**config.mk**
```make
export PLATFORM = sky130hd
export DESIGN_NAME = jericalla_sequencer_flat
export DESIGN_NICKNAME = d
export VERILOG_FILES = /design/src/rtl/jericalla_sequencer_if.sv /design/src/rtl/jericalla_sequencer.sv /design/src/flat_wrapper.sv
export SDC_FILE = /design/constraint.sdc
export NUM_CORES = 1
export LEC_CHECK = 0
export ABC_AREA = 1
export BUFFER_PORTS_ARGS = -buffer_cell sky130_fd_sc_hd__buf_2
export CORE_MARGIN = 5
export CORE_UTILIZATION = 40
export CTS_CLUSTER_DIAMETER = 80
export CTS_CLUSTER_SIZE = 25
export DETAILED_ROUTE_END_ITERATION = 6
export PLACE_DENSITY = 0.7
export SYNTH_ARGS = -nofsm -noshare
export SYNTH_HDL_FRONTEND = slang
export SYNTH_SLANG_ARGS = --single-unit
```
**constraint.sdc**
```tcl
create_clock -name clk -period 3.7 [get_ports clk]
set_clock_uncertainty 0.05 [all_clocks]
set_input_delay 0.74 -clock clk [delete_from_list [all_inputs] [get_ports clk]]
set_output_delay 0.74 -clock clk [all_outputs]
set_load 0.02 [all_outputs]
```
**src/rtl/jericalla_sequencer_if.sv**
```systemverilog
// Handshake bundle between the host and the Jericalla sequencer:
// the instruction push port and the captured result port.
interface jericalla_sequencer_if #(
    parameter int IW = 17,
    parameter int DW = 32
);
    logic          in_valid;
    logic          in_ready;
    logic [IW-1:0] in_instr;
    logic          res_valid;
    logic          res_ready;
    logic [DW-1:0] res_data;
    logic          res_zf;

    modport master (
        output in_valid, in_instr, res_ready,
        input  in_ready, res_valid, res_data, res_zf
    );

    modport slave (
        input  in_valid, in_instr, res_ready,
        output in_ready, res_valid, res_data, res_zf
    );
endinterface

```
**src/rtl/jericalla_sequencer.sv**
```systemverilog
// Jericalla sequencer: buffers instructions in a FIFO, issues them one at a
// time to the datapath, waits a settle time, captures DS/zf and hands the
// result to the consumer. Can halt the stream when a captured zf is set.
module jericalla_sequencer #(
    parameter int IW     = 17,
    parameter int DW     = 32,
    parameter int DEPTH  = 8,
    parameter int SETTLE = 2
) (
    input  logic                  clk,
    input  logic                  rst_n,
    jericalla_sequencer_if.slave  bus,
    output logic [IW-1:0]         dp_instr_o,
    input  logic [DW-1:0]         dp_ds_i,
    input  logic                  dp_zf_i,
    input  logic                  halt_on_zero_i,
    input  logic                  resume_i,
    output logic                  halted_o,
    output logic                  busy_o,
    output logic [15:0]           issued_cnt_o
);

    localparam int AW = $clog2(DEPTH);
    localparam int CW = (SETTLE > 1) ? $clog2(SETTLE) : 1;
    localparam logic [CW-1:0] SETTLE_LOAD = CW'(SETTLE - 1);
    localparam logic [AW:0]   FULL_CNT    = (AW+1)'(DEPTH);

    localparam logic [2:0] ST_IDLE    = 3'd0;
    localparam logic [2:0] ST_ISSUE   = 3'd1;
    localparam logic [2:0] ST_SETTLE  = 3'd2;
    localparam logic [2:0] ST_CAPTURE = 3'd3;
    localparam logic [2:0] ST_OUT     = 3'd4;
    localparam logic [2:0] ST_HALT    = 3'd5;

    logic [IW-1:0] mem_q [DEPTH];
    logic [AW-1:0] wr_ptr_q, rd_ptr_q;
    logic [AW:0]   count_q;
    logic          push, pop, fifo_empty, fifo_full;

    logic [2:0]    state_q, state_d;
    logic [CW-1:0] cnt_q, cnt_d;
    logic [IW-1:0] dp_instr_q, dp_instr_d;
    logic          res_valid_q, res_valid_d;
    logic [DW-1:0] res_data_q, res_data_d;
    logic          res_zf_q, res_zf_d;
    logic [15:0]   issued_q, issued_d;

    assign fifo_empty = (count_q == '0);
    assign fifo_full  = (count_q == FULL_CNT);
    // The only pop happens on the IDLE->ISSUE transition.
    assign pop        = (state_q == ST_IDLE) && !fifo_empty;
    // A pop frees a slot this cycle, so a push is still taken when full.
    assign bus.in_ready = !fifo_full || pop;
    assign push         = bus.in_valid && bus.in_ready;

    // FIFO storage: contents need no reset, pointers and count define validity.
    always_ff @(posedge clk) begin
        if (push) begin
            mem_q[wr_ptr_q] <= bus.in_instr;
        end
    end

    // FIFO pointers and occupancy; power-of-two depth lets pointers wrap naturally.
    always_ff @(posedge clk or negedge rst_n) begin
        if (!rst_n) begin
            wr_ptr_q <= '0;
            rd_ptr_q <= '0;
            count_q  <= '0;
        end else begin
            if (push) wr_ptr_q <= wr_ptr_q + 1'b1;
            if (pop)  rd_ptr_q <= rd_ptr_q + 1'b1;
            case ({push, pop})
                2'b10:   count_q <= count_q + 1'b1;
                2'b01:   count_q <= count_q - 1'b1;
                default: count_q <= count_q;
            endcase
        end
    end

    // Next-state logic for the issue/settle/capture/output sequence.
    always_comb begin
        state_d     = state_q;
        cnt_d       = cnt_q;
        dp_instr_d  = dp_instr_q;
        res_valid_d = res_valid_q;
        res_data_d  = res_data_q;
        res_zf_d    = res_zf_q;
        issued_d    = issued_q;
        case (state_q)
            ST_IDLE: begin
                if (pop) begin
                    dp_instr_d = mem_q[rd_ptr_q];
                    state_d    = ST_ISSUE;
                end
            end
            ST_ISSUE: begin
                cnt_d   = SETTLE_LOAD;
                state_d = ST_SETTLE;
            end
            ST_SETTLE: begin
                if (cnt_q != '0) cnt_d = cnt_q - 1'b1;
                else             state_d = ST_CAPTURE;
            end
            ST_CAPTURE: begin
                res_data_d  = dp_ds_i;
                res_zf_d    = dp_zf_i;
                res_valid_d = 1'b1;
                issued_d    = issued_q + 16'd1;
                state_d     = ST_OUT;
            end
            ST_OUT: begin
                if (res_valid_q && bus.res_ready) begin
                    res_valid_d = 1'b0;
                    state_d     = (halt_on_zero_i && res_zf_q) ? ST_HALT : ST_IDLE;
                end
            end
            ST_HALT: begin
                if (resume_i) state_d = ST_IDLE;
            end
            default: state_d = ST_IDLE;
        endcase
    end

    // Control and result registers; reset discards any pending result at once.
    always_ff @(posedge clk or negedge rst_n) begin
        if (!rst_n) begin
            state_q     <= ST_IDLE;
            cnt_q       <= '0;
            dp_instr_q  <= '0;
            res_valid_q <= 1'b0;
            res_data_q  <= '0;
            res_zf_q    <= 1'b0;
            issued_q    <= '0;
        end else begin
            state_q     <= state_d;
            cnt_q       <= cnt_d;
            dp_instr_q  <= dp_instr_d;
            res_valid_q <= res_valid_d;
            res_data_q  <= res_data_d;
            res_zf_q    <= res_zf_d;
            issued_q    <= issued_d;
        end
    end

    assign dp_instr_o    = dp_instr_q;
    assign bus.res_valid = res_valid_q;
    assign bus.res_data  = res_data_q;
    assign bus.res_zf    = res_zf_q;
    assign halted_o      = (state_q == ST_HALT);
    assign busy_o        = (state_q != ST_IDLE) || !fifo_empty;
    assign issued_cnt_o  = issued_q;

endmodule

```
**src/flat_wrapper.sv**
```systemverilog
// flat-port wrapper written by rule: the top's interface ports become plain ports
module jericalla_sequencer_flat 
#(
    parameter int IW     = 17,
    parameter int DW     = 32,
    parameter int DEPTH  = 8,
    parameter int SETTLE = 2
)
  (clk, rst_n, dp_instr_o, dp_ds_i, dp_zf_i, halt_on_zero_i, resume_i, halted_o, busy_o, issued_cnt_o, bus_in_valid, bus_in_instr, bus_res_ready, bus_in_ready, bus_res_valid, bus_res_data, bus_res_zf);
  jericalla_sequencer_if #(.IW(IW), .DW(DW)) bus_i ();
  input  logic clk;
  input  logic rst_n;
  output logic [IW-1:0] dp_instr_o;
  input  logic [DW-1:0] dp_ds_i;
  input  logic dp_zf_i;
  input  logic halt_on_zero_i;
  input  logic resume_i;
  output logic halted_o;
  output logic busy_o;
  output logic [15:0] issued_cnt_o;
  input wire logic [$bits(bus_i.in_valid)-1:0] bus_in_valid;
  input wire logic [$bits(bus_i.in_instr)-1:0] bus_in_instr;
  input wire logic [$bits(bus_i.res_ready)-1:0] bus_res_ready;
  output wire logic [$bits(bus_i.in_ready)-1:0] bus_in_ready;
  output wire logic [$bits(bus_i.res_valid)-1:0] bus_res_valid;
  output wire logic [$bits(bus_i.res_data)-1:0] bus_res_data;
  output wire logic [$bits(bus_i.res_zf)-1:0] bus_res_zf;
  assign bus_i.in_valid = bus_in_valid;
  assign bus_i.in_instr = bus_in_instr;
  assign bus_i.res_ready = bus_res_ready;
  assign bus_in_ready = bus_i.in_ready;
  assign bus_res_valid = bus_i.res_valid;
  assign bus_res_data = bus_i.res_data;
  assign bus_res_zf = bus_i.res_zf;
  jericalla_sequencer #(.IW(IW), .DW(DW), .DEPTH(DEPTH), .SETTLE(SETTLE)) u_core (.clk(clk), .rst_n(rst_n), .bus(bus_i), .dp_instr_o(dp_instr_o), .dp_ds_i(dp_ds_i), .dp_zf_i(dp_zf_i), .halt_on_zero_i(halt_on_zero_i), .resume_i(resume_i), .halted_o(halted_o), .busy_o(busy_o), .issued_cnt_o(issued_cnt_o));
endmodule
```
==> reports/qor.yml <==
drt:
  wl_um: 19920
  drt_drc_violations_left: 0
  vias: 5947
  drt-pass1-iter-count: 7
  wl_per_cell_um: 16.72
  ant_nets: 0
  drt_iter0_drc: 335
  viasPerCell: 4.993
timing:
  final_hold_viol_count: 0
  hold-worst-slack_ns: 0.1535
  rsz0062_at_grt: "false"
  slew-limit-headroom_pct: 20.87
  fin_crit_sh_pct: 66.19
  fin_setup_tns_ns: 0
  setup_viol: 0
  maxSlewViolCount: 0
  period_minus_slack_ns: 2.449
  worst_pin_slew_ns: 1.187
  fmax_ghz: 0.4083
clock_network:
  cts_root_buf: "clkbuf_16"
  cts_hold_buffers: 0
  cts_sinks: 217
  clk_path_buf_depth: 3
  clk_latency_ns: 0.47
  cts_buffers: 13
  path_clk_slew_ns: 0.10
  post_cts.repair.setup_buffers: 0
  cts_resized: 0
  htreeDepth: 1
  cts_tree: "built"
run_status:
  status: "complete, no violations"
logic_synthesis:
  yosys_warnings: 0
  synth.avg_cell_area_um2: 11.15
  synth_top_area_share_pct: 46.52
  synth_area_um2: 8778
  synthCells: 787
  yosys_register_bits: 217
  synth_cell_types: 26
  yosysSeqAreaShare_pct: 69.61
  synth.area.top_cells: "edfxtp_1, dfrtp_1, nand2_1"
  syn_nets: 849
  synth_top_area_cell: "edfxtp_1"
die:
  initial_core_util_pct: 40.48
  row_count: 54
  core-area_um2: 21690
  die_area_um2: 25010
  die_h_um: 158.1
  die_w_um: 158.1
  pin_count: 126
grt:
  grt_overflow: 0
  grt_start_max_net_pins: 71
  antenna_found_initial: 1
  grt_pass1_vias: 6022
  grt_use_total_pct: 16.05
  grt_pass1_wl_um: 31920
power_and_ir_drop:
  power.share.switching_pct: 39.22
  pwr-share-clk_pct: 19.8
  p_seq_share_pct: 44.2
  combPwrFrac_pct: 36.0
  power_uw: 8144
  p_int_uw: 4950
  p_sw_uw: 3194
  p_leak_uw: 0.004243
  ir_drop_mv: 0.4776
  power_density_nw_per_um2: 802.6
setup_path:
  arrival_ns: 1.66
  cpLargestDelayFamily: "simple AND/OR/NAND/NOR gates"
  path_buf_inv: 2
  critPathRequiredTime_ns: 2.91
  critPathSlowestCell: "dfrtp_1"
  cp_max_fo: 5
  cp-end-kind: "primary output"
  startpoint_type: "flip-flop"
  crit_chain: "nor2_2 > nand2_1 > nor2_1 > inv_1 > buf_2"
  worstSetupPathType: "flip-flop to primary output"
  slowest_delay_ns: 0.47
place:
  gp_congestion: 0.8100
  port-buffer-count: 125
  place_hpwl_um: 12460
cells_and_area:
  final_layout_size_suffix_gt1_share_pct: 20.64
  num_antenna_cells: 0
  area_delta_synth_final_pct: 15.59
  nets: 966
  final.fill_count: 1983
min_path:
  hold_path_class: "input pin to async pin"
flow_run:
  cap_viol_max_count: 0
sequential cells by signal (all words and copies together), names as in the netlist:
signal,cells
u_core.bus.res_data,32
u_core.bus.res_valid,1
u_core.bus.res_zf,1
u_core.cnt_q,1
u_core.count_q,4
u_core.dp_instr_o,17
u_core.issued_cnt_o,16
u_core.mem_q,136
u_core.rd_ptr_q,3
u_core.state_q,3
u_core.wr_ptr_q,3
synthesized netlist by cell type:
cell,n
o21ai_1,32
nor3b_1,1
o21ai_0,39
nand3_1,30
inv_1,22
nor2_1,121
nand3b_1,2
o211ai_1,34
a21oi_1,3
dfrtp_1,81
clkbuf_1,17
nand2_1,191
buf_2,12
edfxtp_1,136
ha_1,5
nand3_4,1
buf_4,7
nor3_1,9
nor2_2,3
nand4_1,6
xnor2_1,6
inv_2,10
fa_1,1
xor2_1,10
nor2_4,2
nand2_2,6
power groups by stage:
| stage | Combinational, µW | Clock (µW) | Sequential [µW] |
|---|---|---|---|
| 2_1_floorplan | 1790 | 0 | 3870 |
| 3_3_place_gp | 2900 | 0 | 3640 |
| 3_5_place_dp | 2990 | 0 | 3630 |
| 4_1_cts | 2980 | 1670 | 3600 |
| 5_1_grt | 3320 | 1750 | 3670 |
| 6_report | 2930 | 1620 | 3600 |
placed cells by master, fill, tap and decap left out:
cell type,count
nand2_1,191
edfxtp_1,136
buf_2,124
nor2_1,117
dfrtp_1,79
o21ai_0,39
o211ai_1,34
o21ai_1,32
nand3_1,30
inv_1,22
buf_4,14
clkbuf_16,13
inv_2,10
xor2_1,10
nor2_2,7
nand2_2,6
nand4_1,6
xnor2_1,6
nor3_1,5
ha_1,5
nor3_2,4
clkbuf_1,4
a21oi_1,3
nand3b_1,2
nor2_4,2
bufinv_16,2
dfrtp_2,2
nand3_4,1
nor3b_1,1
fa_1,1
inv_6,1
inv_8,1
inv_12,1
routing by layer:
| metal | vias up | GRT usage [%] | part of all wire [%] |
|---|---|---|---|
| met4 | 2 | 3.615 | 1.6 |
| met1 | 2833 | 21.57 | 43 |
| met2 | 197 | 26.68 | 48 |
| met3 | 22 | 3.800 | 7.4 |
| met5 | - | 0 | 0.065 |
| li1 | 2893 | - | - |
kinds of logic after synthesis:
kind of cell	count (synthesis)	share of synthesized area (%)
compound gates	108	7.126
xor+xnor	16	1.596
fa+ha+maj	6	0.9407
buf+inv	68	3.378
flops	217	69.61
simple gates	372	17.35
cell type report:
type | instances | area (µm²) | share of cell area [%]
clock buffers | 17 | 340.3 | 3.354
clock inverters | 5 | 96.34 | 0.9494
inverters | 32 | 120.1 | 1.184
multi-input cells | 502 | 2401 | 23.66
flip-flops and latches | 217 | 6113 | 60.25
well taps | 280 | 350.3 | 3.453
repair buffers | 138 | 725.7 | 7.152
worst paths after layout:
kind,start,to,slack [ns],cells after the start
worst min register to register,u_core.dp_instr_o[2],u_core.dp_instr_o[2],0.43,2
worst max register to register,u_core.state_q[1],u_core.issued_cnt_o[11],1.30,6
worst min-delay path,rst_n,u_core.issued_cnt_o[13],0.15,1
max in group asynchronous,rst_n,u_core.bus.res_data[11],2.67,2
min in group clk,dp_ds_i[25],u_core.bus.res_data[25],0.41,3
worst max-delay path,u_core.state_q[1],busy_o,1.25,5
per-stage QoR:
step | utilization, % | instances | instance area, µm² | setup slack (ns)
2_1_floorplan | - | 787 | 8778 | 0.9545
3_3_place_gp | 44.77 | 1169 | 9711 | 1.360
3_5_place_dp | 44.77 | 1169 | 9711 | 1.336
4_1_cts | 46.79 | 1191 | 10150 | 1.212
5_1_grt | 46.79 | 1191 | 10150 | 1.067
6_report | 46.79 | 1191 | 10150 | 1.251
No activity file was read; power rests on OpenSTA's default activity.
